===== src/rtl/fp_ctrl_pkg.sv =====
// Shared constants and types for the front-panel control/status hub.
package fp_ctrl_pkg;

  // Read data returned for an unmapped or write-colliding bridge read.
  localparam logic [31:0] BAD_ADDR_DATA = 32'hBAD0_ADD0;

  // Field offsets inside the wo20 status word.
  localparam int STICKY_LSB = 16;
  localparam int LIVE_LSB   = 0;

  // Where a bridge read will get its data from two cycles later.
  typedef enum logic [1:0] {
    RD_TGT,
    RD_LOCAL,
    RD_BAD
  } rd_kind_e;

  // One stage of the read-return pipeline.
  typedef struct packed {
    logic     valid;
    rd_kind_e kind;
    logic [3:0] idx;
  } rd_stage_t;

  // Width of the target-select field.
  // One extra code beyond the last target is reserved for local space.
  function automatic int sel_width(input int n_tgt);
    return $clog2(n_tgt + 1);
  endfunction

endpackage


===== src/rtl/fp_ctrl_hub_if.sv =====
// Host register-bridge port of the front-panel hub.
// The master drives strobes, address and write data; the slave returns read data.
interface fp_ctrl_hub_if;
  logic        regbridge_ep_write;
  logic        regbridge_ep_read;
  logic [31:0] regbridge_ep_address;
  logic [31:0] regbridge_ep_dataout;
  logic [31:0] regbridge_ep_datain;

  modport master (
    output regbridge_ep_write, regbridge_ep_read, regbridge_ep_address, regbridge_ep_dataout,
    input  regbridge_ep_datain
  );

  modport slave (
    input  regbridge_ep_write, regbridge_ep_read, regbridge_ep_address, regbridge_ep_dataout,
    output regbridge_ep_datain
  );
endinterface


===== src/rtl/fp_ctrl_hub_pulse_stretch.sv =====
// Single-bit trigger stretcher: a one-cycle trigger becomes a STRETCH-cycle pulse.
// A trigger arriving while the pulse is active reloads the count, extending it.
module fp_pulse_stretch #(
  parameter int STRETCH = 4
) (
  input  logic okClk,
  input  logic rst_n,
  input  logic trig,
  output logic pulse
);

  logic [7:0] cnt;

  // Load on trigger, otherwise count down to zero.
  always_ff @(posedge okClk or negedge rst_n) begin
    if (!rst_n) begin
      cnt <= '0;
    end else if (trig) begin
      // NOTE: sequential state uses <= so every flop samples pre-edge values.
      cnt <= 8'(STRETCH);
    end else if (cnt != 8'd0) begin
      cnt <= cnt - 8'd1;
    end
  end

  assign pulse = (cnt != 8'd0);

endmodule


===== src/rtl/fp_ctrl_hub.sv =====
// Front-panel control/status hub (okClk domain): synchronised live/sticky status,
// stretched triggers, registered control bits and a host register-bridge demux.
// Optional feature macro: FP_CTRL_HUB_EVT_CNT_EN adds per-status saturating
// rising-edge counters readable through the local address space (sel == N_TGT).
module fp_ctrl_hub
  import fp_ctrl_pkg::*;
#(
  parameter int N_STATUS     = 8,
  parameter int N_TRIG       = 8,
  parameter int N_CTRL       = 8,
  parameter int N_TGT        = 2,
  parameter int TGT_ADDR_LSB = 12,
  parameter int SYNC_STAGES  = 2,
  parameter int STRETCH      = 4
) (
  input  logic                  okClk,
  input  logic                  rst_n,
  fp_ctrl_hub_if.slave          host,
  output logic [N_TGT-1:0]      tgt_write,
  output logic [N_TGT-1:0]      tgt_read,
  output logic [31:0]           tgt_address,
  output logic [31:0]           tgt_dataout,
  input  logic [32*N_TGT-1:0]   tgt_datain,
  input  logic [31:0]           wi00_ep_dataout,
  output logic [N_CTRL-1:0]     ctrl_out,
  input  logic [31:0]           ti40_ep_trigger,
  output logic [N_TRIG-1:0]     trig_out,
  input  logic [31:0]           ti41_ep_trigger,
  input  logic [N_STATUS-1:0]   status_in,
  output logic [31:0]           wo20_ep_datain
);

  localparam int SEL_W = sel_width(N_TGT);
  localparam logic [31:0] SEL_MASK = 32'(((1 << SEL_W) - 1) << TGT_ADDR_LSB);

  // ---------------- status ----------------
  logic [N_STATUS-1:0] sync_q [SYNC_STAGES];
  logic [N_STATUS-1:0] live, live_prev, live_rise, sticky, sticky_clr;
  logic [31:0]         wo20_next;

  assign live       = sync_q[SYNC_STAGES-1];
  assign live_rise  = live & ~live_prev;
  assign sticky_clr = ti41_ep_trigger[N_STATUS-1:0];

  // Assemble the status word from the current live and sticky vectors.
  always_comb begin
    // NOTE: default first so every path assigns it and no latch is inferred.
    wo20_next = '0;
    wo20_next[STICKY_LSB +: N_STATUS] = sticky;
    wo20_next[LIVE_LSB +: N_STATUS]   = live;
  end

  // Synchroniser chain, edge history, sticky capture and registered status word.
  always_ff @(posedge okClk or negedge rst_n) begin
    if (!rst_n) begin
      // NOTE: the synchroniser array is flop state, so each element is reset.
      for (int i = 0; i < SYNC_STAGES; i++) sync_q[i] <= '0;
      live_prev      <= '0;
      sticky         <= '0;
      wo20_ep_datain <= '0;
    end else begin
      sync_q[0] <= status_in;
      for (int i = 1; i < SYNC_STAGES; i++) sync_q[i] <= sync_q[i-1];
      live_prev      <= live;
      // Set is OR-ed in after the clear mask, so a same-cycle set wins.
      sticky         <= (sticky & ~sticky_clr) | live_rise;
      wo20_ep_datain <= wo20_next;
    end
  end

  // ---------------- control ----------------
  // Register the control wire-in bits.
  always_ff @(posedge okClk or negedge rst_n) begin
    if (!rst_n) ctrl_out <= '0;
    else        ctrl_out <= wi00_ep_dataout[N_CTRL-1:0];
  end

  // ---------------- triggers ----------------
  for (genvar g = 0; g < N_TRIG; g++) begin : g_trig
    fp_pulse_stretch #(.STRETCH(STRETCH)) u_stretch (
      .okClk (okClk),
      .rst_n (rst_n),
      .trig  (ti40_ep_trigger[g]),
      .pulse (trig_out[g])
    );
  end

  // ---------------- bridge decode ----------------
  logic [SEL_W-1:0] sel, rd_sel1, rd_sel2;
  logic [N_TGT-1:0] sel_onehot;
  logic             sel_tgt, sel_local;
  rd_kind_e         rd_kind;
  rd_stage_t        rd_q1, rd_q2;
  logic [31:0]      rd_data, datain_q;

  assign sel     = host.regbridge_ep_address[TGT_ADDR_LSB +: SEL_W];
  assign sel_tgt = (int'(sel) < N_TGT);

`ifdef FP_CTRL_HUB_EVT_CNT_EN
  logic [7:0] evt_cnt [N_STATUS];

  assign sel_local = (int'(sel) == N_TGT);

  // Saturating rising-edge counters, cleared together with their sticky bit.
  always_ff @(posedge okClk or negedge rst_n) begin
    if (!rst_n) begin
      for (int i = 0; i < N_STATUS; i++) evt_cnt[i] <= '0;
    end else begin
      for (int i = 0; i < N_STATUS; i++) begin
        if (sticky_clr[i])                             evt_cnt[i] <= live_rise[i] ? 8'd1 : 8'd0;
        else if (live_rise[i] && evt_cnt[i] != 8'hFF) evt_cnt[i] <= evt_cnt[i] + 8'd1;
      end
    end
  end
`else
  assign sel_local = 1'b0;
`endif

  // One-hot strobe select; all-zero when sel points outside the target range.
  always_comb begin
    sel_onehot = '0;
    for (int k = 0; k < N_TGT; k++) sel_onehot[k] = (int'(sel) == k);
  end

  // Classify a read: a read colliding with a write is treated as out-of-range.
  always_comb begin
    rd_kind = RD_BAD;
    if (!host.regbridge_ep_write) begin
      if (sel_tgt)        rd_kind = RD_TGT;
      else if (sel_local) rd_kind = RD_LOCAL;
    end
  end

  // Pick the return data for the read leaving the pipeline.
  always_comb begin
    rd_data = BAD_ADDR_DATA;
    case (rd_q2.kind)
      RD_TGT: begin
        for (int k = 0; k < N_TGT; k++)
          if (int'(rd_sel2) == k) rd_data = tgt_datain[32*k +: 32];
      end
      RD_LOCAL: begin
        rd_data = '0;
`ifdef FP_CTRL_HUB_EVT_CNT_EN
        for (int i = 0; i < N_STATUS; i++)
          if (int'(rd_q2.idx) == i) rd_data = 32'(evt_cnt[i]);
`endif
      end
      default: ;
    endcase
  end

  // Target-side registers and the two-stage read-return pipeline.
  always_ff @(posedge okClk or negedge rst_n) begin
    if (!rst_n) begin
      tgt_write   <= '0;
      tgt_read    <= '0;
      tgt_address <= '0;
      tgt_dataout <= '0;
      rd_q1       <= '0;
      rd_q2       <= '0;
      rd_sel1     <= '0;
      rd_sel2     <= '0;
      datain_q    <= '0;
    end else begin
      tgt_write   <= host.regbridge_ep_write ? sel_onehot : '0;
      tgt_read    <= (host.regbridge_ep_read && !host.regbridge_ep_write) ? sel_onehot : '0;
      tgt_address <= host.regbridge_ep_address & ~SEL_MASK;
      tgt_dataout <= host.regbridge_ep_dataout;
      rd_q1.valid <= host.regbridge_ep_read;
      rd_q1.kind  <= rd_kind;
      rd_q1.idx   <= host.regbridge_ep_address[3:0];
      rd_sel1     <= sel;
      rd_q2       <= rd_q1;
      rd_sel2     <= rd_sel1;
      if (rd_q2.valid) datain_q <= rd_data;
    end
  end

  assign host.regbridge_ep_datain = datain_q;

  // Bits that are intentionally not consumed in every configuration.
  logic unused_bits;
  assign unused_bits = ^{ti40_ep_trigger, ti41_ep_trigger, wi00_ep_dataout,
                         host.regbridge_ep_address, rd_q2};

endmodule


===== src/flat_wrapper.sv =====
// flat-port wrapper written by rule: the top's interface ports become plain ports
module fp_ctrl_hub_flat import fp_ctrl_pkg::*;
#(
  parameter int N_STATUS     = 8,
  parameter int N_TRIG       = 8,
  parameter int N_CTRL       = 8,
  parameter int N_TGT        = 2,
  parameter int TGT_ADDR_LSB = 12,
  parameter int SYNC_STAGES  = 2,
  parameter int STRETCH      = 4
)
  (okClk, rst_n, tgt_write, tgt_read, tgt_address, tgt_dataout, tgt_datain, wi00_ep_dataout, ctrl_out, ti40_ep_trigger, trig_out, ti41_ep_trigger, status_in, wo20_ep_datain, host_regbridge_ep_write, host_regbridge_ep_read, host_regbridge_ep_address, host_regbridge_ep_dataout, host_regbridge_ep_datain);
  fp_ctrl_hub_if host_i ();
  input  logic okClk;
  input  logic rst_n;
  output logic [N_TGT-1:0] tgt_write;
  output logic [N_TGT-1:0] tgt_read;
  output logic [31:0] tgt_address;
  output logic [31:0] tgt_dataout;
  input  logic [32*N_TGT-1:0] tgt_datain;
  input  logic [31:0] wi00_ep_dataout;
  output logic [N_CTRL-1:0] ctrl_out;
  input  logic [31:0] ti40_ep_trigger;
  output logic [N_TRIG-1:0] trig_out;
  input  logic [31:0] ti41_ep_trigger;
  input  logic [N_STATUS-1:0] status_in;
  output logic [31:0] wo20_ep_datain;
  input wire logic [$bits(host_i.regbridge_ep_write)-1:0] host_regbridge_ep_write;
  input wire logic [$bits(host_i.regbridge_ep_read)-1:0] host_regbridge_ep_read;
  input wire logic [$bits(host_i.regbridge_ep_address)-1:0] host_regbridge_ep_address;
  input wire logic [$bits(host_i.regbridge_ep_dataout)-1:0] host_regbridge_ep_dataout;
  output wire logic [$bits(host_i.regbridge_ep_datain)-1:0] host_regbridge_ep_datain;
  assign host_i.regbridge_ep_write = host_regbridge_ep_write;
  assign host_i.regbridge_ep_read = host_regbridge_ep_read;
  assign host_i.regbridge_ep_address = host_regbridge_ep_address;
  assign host_i.regbridge_ep_dataout = host_regbridge_ep_dataout;
  assign host_regbridge_ep_datain = host_i.regbridge_ep_datain;
  fp_ctrl_hub #(.N_STATUS(N_STATUS), .N_TRIG(N_TRIG), .N_CTRL(N_CTRL), .N_TGT(N_TGT), .TGT_ADDR_LSB(TGT_ADDR_LSB), .SYNC_STAGES(SYNC_STAGES), .STRETCH(STRETCH)) u_core (.okClk(okClk), .rst_n(rst_n), .host(host_i), .tgt_write(tgt_write), .tgt_read(tgt_read), .tgt_address(tgt_address), .tgt_dataout(tgt_dataout), .tgt_datain(tgt_datain), .wi00_ep_dataout(wi00_ep_dataout), .ctrl_out(ctrl_out), .ti40_ep_trigger(ti40_ep_trigger), .trig_out(trig_out), .ti41_ep_trigger(ti41_ep_trigger), .status_in(status_in), .wo20_ep_datain(wo20_ep_datain));
endmodule

===== config.mk =====
export PLATFORM = sky130hd
export DESIGN_NAME = fp_ctrl_hub_flat
export DESIGN_NICKNAME = d
export VERILOG_FILES = /design/src/rtl/fp_ctrl_pkg.sv /design/src/rtl/fp_ctrl_hub_if.sv /design/src/rtl/fp_ctrl_hub_pulse_stretch.sv /design/src/rtl/fp_ctrl_hub.sv /design/src/flat_wrapper.sv
export SDC_FILE = /design/constraint.sdc
export NUM_CORES = 1
export LEC_CHECK = 0
export CORE_AREA = 2 2 149 151
export DETAILED_ROUTE_END_ITERATION = 10
export DIE_AREA = 0 0 151 153
export GPL_ROUTABILITY_DRIVEN = 1
export PLACE_DENSITY = 0.85
export RECOVER_POWER = 100
export SYNTH_ARGS = -nofsm -noshare
export SYNTH_HDL_FRONTEND = slang
export SYNTH_SLANG_ARGS = --single-unit

===== constraint.sdc =====
create_clock -name okClk -period 6.4 [get_ports okClk]
set_input_delay 1.92 -clock okClk [delete_from_list [all_inputs] [get_ports okClk]]
set_output_delay 1.92 -clock okClk [all_outputs]
set_load 0.1 [all_outputs]

==> results of run 1 <==
## cell families (layout without fill, tap and decap cells)
kind of cell,after synthesis,after routing,synth area share [%]
flops,218,218,64.2
compound gates,160,160,11.8
simple gates,149,149,10.4
buf+inv,138,416,7.32
mux,33,33,3.95
fa+ha+maj,16,16,2.36
other cells,1,18,0.0441
## cell usage after synthesis (9+ instances only)
cell type / number / area, µm²
o31ai_1: 20 / 150
nor4_1: 9 / 56.3
nor2_1: 38 / 143
a21oi_1: 54 / 270
o22ai_1: 24 / 150
mux2i_1: 32 / 320
dfrtp_1: 218 / 5460
inv_1: 78 / 293
or3_1: 18 / 113
o21ai_0: 25 / 125
buf_4: 26 / 195
o41ai_1: 10 / 87.6
clkbuf_1: 21 / 78.8
nor3_1: 22 / 110
ha_1: 16 / 200
## layer usage
| metal | share of wire, % | wire length, µm |
|---|---|---|
| met4 | 2.1 | 431 |
| met5 | 0 | 0 |
| met1 | 38 | 7900 |
| met2 | 51 | 10600 |
| met3 | 8.2 | 1700 |
## power by group
group | internal, mW | switching, mW | leakage (nW)
Sequential | 1.56 | 0.200 | 2.63
Clock | 0.801 | 0.533 | 0.382
Combinational | 0.438 | 0.990 | 2.29
Total | 2.80 | 1.72 | 5.30
## final cells by class
| class | instances | area [µm²] |
|---|---|---|
| Multi-Input combinational cell | 376 | 2480 |
| Fill cell | 1737 | 9160 |
| Sequential cell | 218 | 5460 |
| Inverter | 78 | 293 |
| Tap cell | 280 | 350 |
| Clock buffer | 35 | 702 |
| Clock inverter | 8 | 81.3 |
| Timing Repair Buffer | 295 | 2960 |
## path summary, 6_finish.rpt
check                                                        from                           endpoint  slack [ns]  cells past startpoint
worst max-delay path            u_core.g_trig[1].u_stretch.cnt[0]                        trig_out[1]        1.46                      5
worst min-delay path                            u_core.sync_q[10]                     u_core.live[2]        0.35                      0
worst max register to register  u_core.g_trig[1].u_stretch.cnt[0]  u_core.g_trig[1].u_stretch.cnt[0]        4.42                      5
worst min register to register                  u_core.sync_q[10]                     u_core.live[2]        0.35                      0
max in group asynchronous                                   rst_n                  u_core.rd_sel2[0]        2.66                      2
min in group asynchronous                                   rst_n             u_core.tgt_dataout[20]        2.18                      1
## critical path, stage by stage (launching register included)
cell           delay, ns
dfrtp_1             0.39
inv_1               0.10
ha_1                0.17
or3b_1              0.46
or3_4               0.42
dlygate4sd3_1       0.95
## flip-flops by register name, indices dropped and copies added, names as in the netlist
signal and cells:
u_core.ctrl_out 8, u_core.g_trig.u_stretch.cnt 64, u_core.sync_q 8, u_core.wo20_ep_datain 9, u_core.live_prev 7, u_core.host.regbridge_ep_datain 32
u_core.tgt_write 2, u_core.rd_q1 2, u_core.tgt_read 2, u_core.live 8, u_core.tgt_dataout 32, u_core.rd_sel1 2
u_core.rd_q2 2, u_core.rd_sel2 2, u_core.tgt_address 30, u_core.sticky 8
## metrics by stage
| stage | hold WS, ns | std cells | utilization, % | setup slack (ns) |
|---|---|---|---|---|
| 6_report | 0.347 | 1290 | 57.4 | 1.46 |
| 5_1_grt | 0.350 | 1290 | 57.4 | 1.36 |
| 4_1_cts | 0.349 | 1290 | 57.4 | 1.39 |
| 3_5_place_dp | 0.335 | 1247 | 53.8 | 1.97 |
| 3_3_place_gp | 0.332 | 1247 | 53.8 | 1.97 |
| 2_1_floorplan | 0.331 | 732 | - | 2.80 |
==> results.md, run 1 <==
- Status: finished with violations
- Failing checks: max-capacitance violations, max-slew violations
- Final Max Tran Viols: 105
- Rel. slew slack: -70.7%
- Netlist cell types: 42
- Total power: 4.52 mW
- Via count: 6419
- Share of cells above drive strength 1: 5.84%
- Initial DRC count: 257
- Antenna diodes: 0
- # Post-CTS Setup Buffers: 0
- Leakage Power: 5.30 nW
- Ys flop type: dfrtp_1
- Startpoint Class: flop
- Largest net degree at the start of global routing: 115
- Number of nets with antenna violations after routing: 0
- RSZ-0062 raised after global routing: no
- Grt ovf: 0
- Async set or reset register ratio after synthesis: 100%
- Worst Max-Slew Pin Slew: 2.56 ns
- Maxcap violations: 1
- Final Hold Viols: 0
- Most common cell after layout, fill and taps aside: dlygate4sd3_1
- Number of flops mapped to enable cells by yosys: 0
- Vias in the first global route: 6481
- F_max: 0.203 GHz
- GRT met2 Usage: 30.6%
- Setup TNS: 0 ns
- Residual DRC: 0
- Die W: 151 µm
- Final setup violation count: 0
- Met1 Usage GRT: 21.3%
- Post_cts resized: 0
- Most frequent cells in the layout: dlygate4sd3_1, dfrtp_1, inv_1, a21oi_1, nor2_1
- Count of input and output buffers: 293
- Synth warn: 0
- Worst-case clock buffer depth: 3
- Busiest layer in global routing: met2
- Cell Pwr Density: 367 nW/µm²
- Routability Congestion: 0.839
- Top Ports: 384
- # hold bufs at CTS: 0
- Gate Count Post-Synth: 715
- Fin crit share: 77.1%
- Starting density of the core: 39.5%
- TritonCTS Sinks: 218
- Global Route Usage Sum: 17.4%
- CTS tree: yes
- HP Class: flop to flop
- Final Cell Area: 12300 µm²
- Post-DP HPWL: 15300 µm
- Routed wire length: 20700 µm
- CTS buffer count: 24
- Critical Path RT: 4.48 ns
- Worst-path clk slew: 0.06 ns
- Initial antenna violation count: 0
- Average vias per placed instance: 4.98
- H-tree lvl count: 1
- CTS Root Cell: clkbuf_16
- Cell area after synthesis: 8500 µm²
- Final net count: 1245
- Critical path fanouts, max: 7
- Sequential area share after synthesis: 64.2%
- Crit path time final: 4.94 ns
- Crit path DAT: 3.02 ns
- Core area: 21500 µm²
- Mapped Avg Cell Area: 11.9 µm²
- Clock Latency Late Sink: 0.51 ns
- First-pass GRT wire length: 32400 µm
- Clock Skew: 0.0105 ns
- Yosys reg bits: 218
- Rows: 54
- WS Path Type: flop to output pin
- DP Area: 11600 µm²
- Die area: 23100 µm²
- Layout area overhead: 45.0%
- Die height: 153 µm
- Max IR drop VDD: 0.306 mV
- Endpoint type of the worst setup path: output pin
- TritonRoute pass-1 iters: 4
- Routing usage on met3: 4.69%
- WL per Instance: 16.0 µm
Note: power is estimated with default switching activity, not from simulation.
==> run 2: changes to the inputs <==
Settings changed: CORE_AREA 2 2 149 151 to 2 2 150 152, DIE_AREA 0 0 151 153 to 0 0 152 154, PLACE_DENSITY 0.85 to 0.84.
Clock period 6.4 ns to 4.65 ns, I/O delays scaled along.
==> results.md, run 2 (same netlist as run 1, synthesis figures left out) <==
- Final setup violation count: 0
- Crit path from: u_core.g_trig[7].u_stretch.cnt[0]
- # hold bufs at CTS: 0
- Initial antenna violation count: 1
- Cell Pwr Density: 515 nW/µm²
- Hold Path Origin: u_core.sync_q[15]
- Die height: 154 µm
- Post-DP HPWL: 15500 µm
- Core area: 21700 µm²
- Post_cts resized: 0
- Share of cells above drive strength 1: 6.12%
- DP Area: 11500 µm²
- Worst-case clock buffer depth: 3
- Rows: 54
- Status: finished with violations
- Layout area overhead: 45.0%
- Die area: 23400 µm²
- CTS tree: yes
- Max IR drop VDD: 0.355 mV
- Number of nets with antenna violations after routing: 0
- Routability Congestion: 0.856
- Fin crit share: 85.0%
- Setup TNS: 0 ns
- Total power: 6.34 mW
- Max reg flops: 64
- Starting density of the core: 39.2%
- Global Route Usage Sum: 17.9%
- Residual DRC: 0
- Final Max Tran Viols: 163
- Critical path fanouts, max: 6
- # Post-CTS Setup Buffers: 0
- R2r startpoint: u_core.rd_q2[6]
- CTS Root Cell: clkbuf_16
- Largest reg by FF count: u_core.g_trig.u_stretch.cnt
- Grt ovf: 0
- TritonRoute pass-1 iters: 5
- Initial DRC count: 306
- Most common cell after layout, fill and taps aside: dlygate4sd3_1
- Routed wire length: 21200 µm
- Startpoint Class: flop
- Placed cells: 1249
- WS Path Type: flop to output pin
- Rel. slew slack: -84.6%
- Count of input and output buffers: 293
- Non-Filler Instances: 1293
- Most frequent cells in the layout: dlygate4sd3_1, dfrtp_1, inv_1, clkdlybuf4s50_1, a21oi_1
- Maxcap violations: 3
- First-pass GRT wire length: 34700 µm
- Worst-path clk slew: 0.06 ns
- Worst Max-Slew Pin Slew: 2.77 ns
- Endpoint type of the worst setup path: output pin
- H-tree lvl count: 1
- Largest net degree at the start of global routing: 112
- Final Hold Viols: 0
- Leakage Power: 5.34 nW
- Via count: 6486
- Final Cell Area: 12300 µm²
- F_max: 0.253 GHz
- HP Class: flop to flop
- Failing checks: max-capacitance violations, max-slew violations
- Critical Path RT: 3.25 ns
- CTS buffer count: 24
- Antenna diodes: 0
- Average vias per placed instance: 5.02
- Crit path time final: 3.95 ns
- Crit path DAT: 2.56 ns
- Top Ports: 384
- Clock Latency Late Sink: 0.51 ns
- RSZ-0062 raised after global routing: no
- Final net count: 1247
- Vias in the first global route: 6723
- Clock Skew: 0.0123 ns
- WL per Instance: 16.4 µm
- Die W: 152 µm
- TritonCTS Sinks: 218
[run 2: cell count changes in the layout (fill, tap and decap cells not counted), sizes merged]
cell,delta
clkinvlp,+1
clkdlybuf4s50,+32
clkbuf,+9
dlygate4sd3,-40
buf,-1
bufinv,+2
[run 2: final cells by class]
type                            count  area (µm²)
Fill cell                        1763        9370
Sequential cell                   218        5460
Timing Repair Buffer              297        2920
Multi-Input combinational cell    376        2460
Clock buffer                       33         706
Tap cell                          280         350
Inverter                           78         293
Clock inverter                     11         138
[run 2: final timing paths]
| path | to | slack, ns | cells after the start |
|---|---|---|---|
| max | trig_out[7] | 0.70 | 6 |
| min | u_core.live[7] | 0.35 | 0 |
| max reg2reg | u_core.host.regbridge_ep_datain[25] | 1.03 | 3 |
| min reg2reg | u_core.live[7] | 0.35 | 0 |
| max in group asynchronous | u_core.rd_sel2[0] | 1.07 | 1 |
| min in group asynchronous | u_core.tgt_dataout[23] | 1.73 | 1 |
[run 2: layer usage]
metal | part of all wire [%] | track usage, %
met5 | 0.061 | 0
met4 | 2.0 | 4.94
met3 | 7.0 | 4.68
met2 | 51 | 31.5
met1 | 40 | 22.0
[run 2: critical path, cell delays in order, from the launching register on]
cell	delay, ns
dfrtp_1	0.43
inv_1	0.09
ha_1	0.22
or3b_2	0.26
nor2_1	0.08
inv_1	0.09
clkbuf_1	0.88
[run 2: per-stage QoR]
step | utilization, % | hold slack, ns | setup slack [ns]
after floorplan | - | 0.331 | 1.57
after global placement | 53.2 | 0.332 | 1.51
after detailed placement | 53.2 | 0.335 | 1.47
after CTS | 57.1 | 0.345 | 0.914
after global routing | 56.8 | 0.352 | 0.457
final | 56.8 | 0.346 | 0.697
[run 2: power by group]
part	total (mW)	internal, mW	switching [mW]
Combinational	1.93	0.584	1.35
Sequential	2.42	2.14	0.277
Clock	1.99	1.23	0.759
Total	6.34	3.95	2.39
==> run 3: changes to the inputs <==
Settings changed: CAP_MARGIN set to 20.
==> results of run 3 <==
The final DEF is identical to that of run 2; final timing and power are the same.
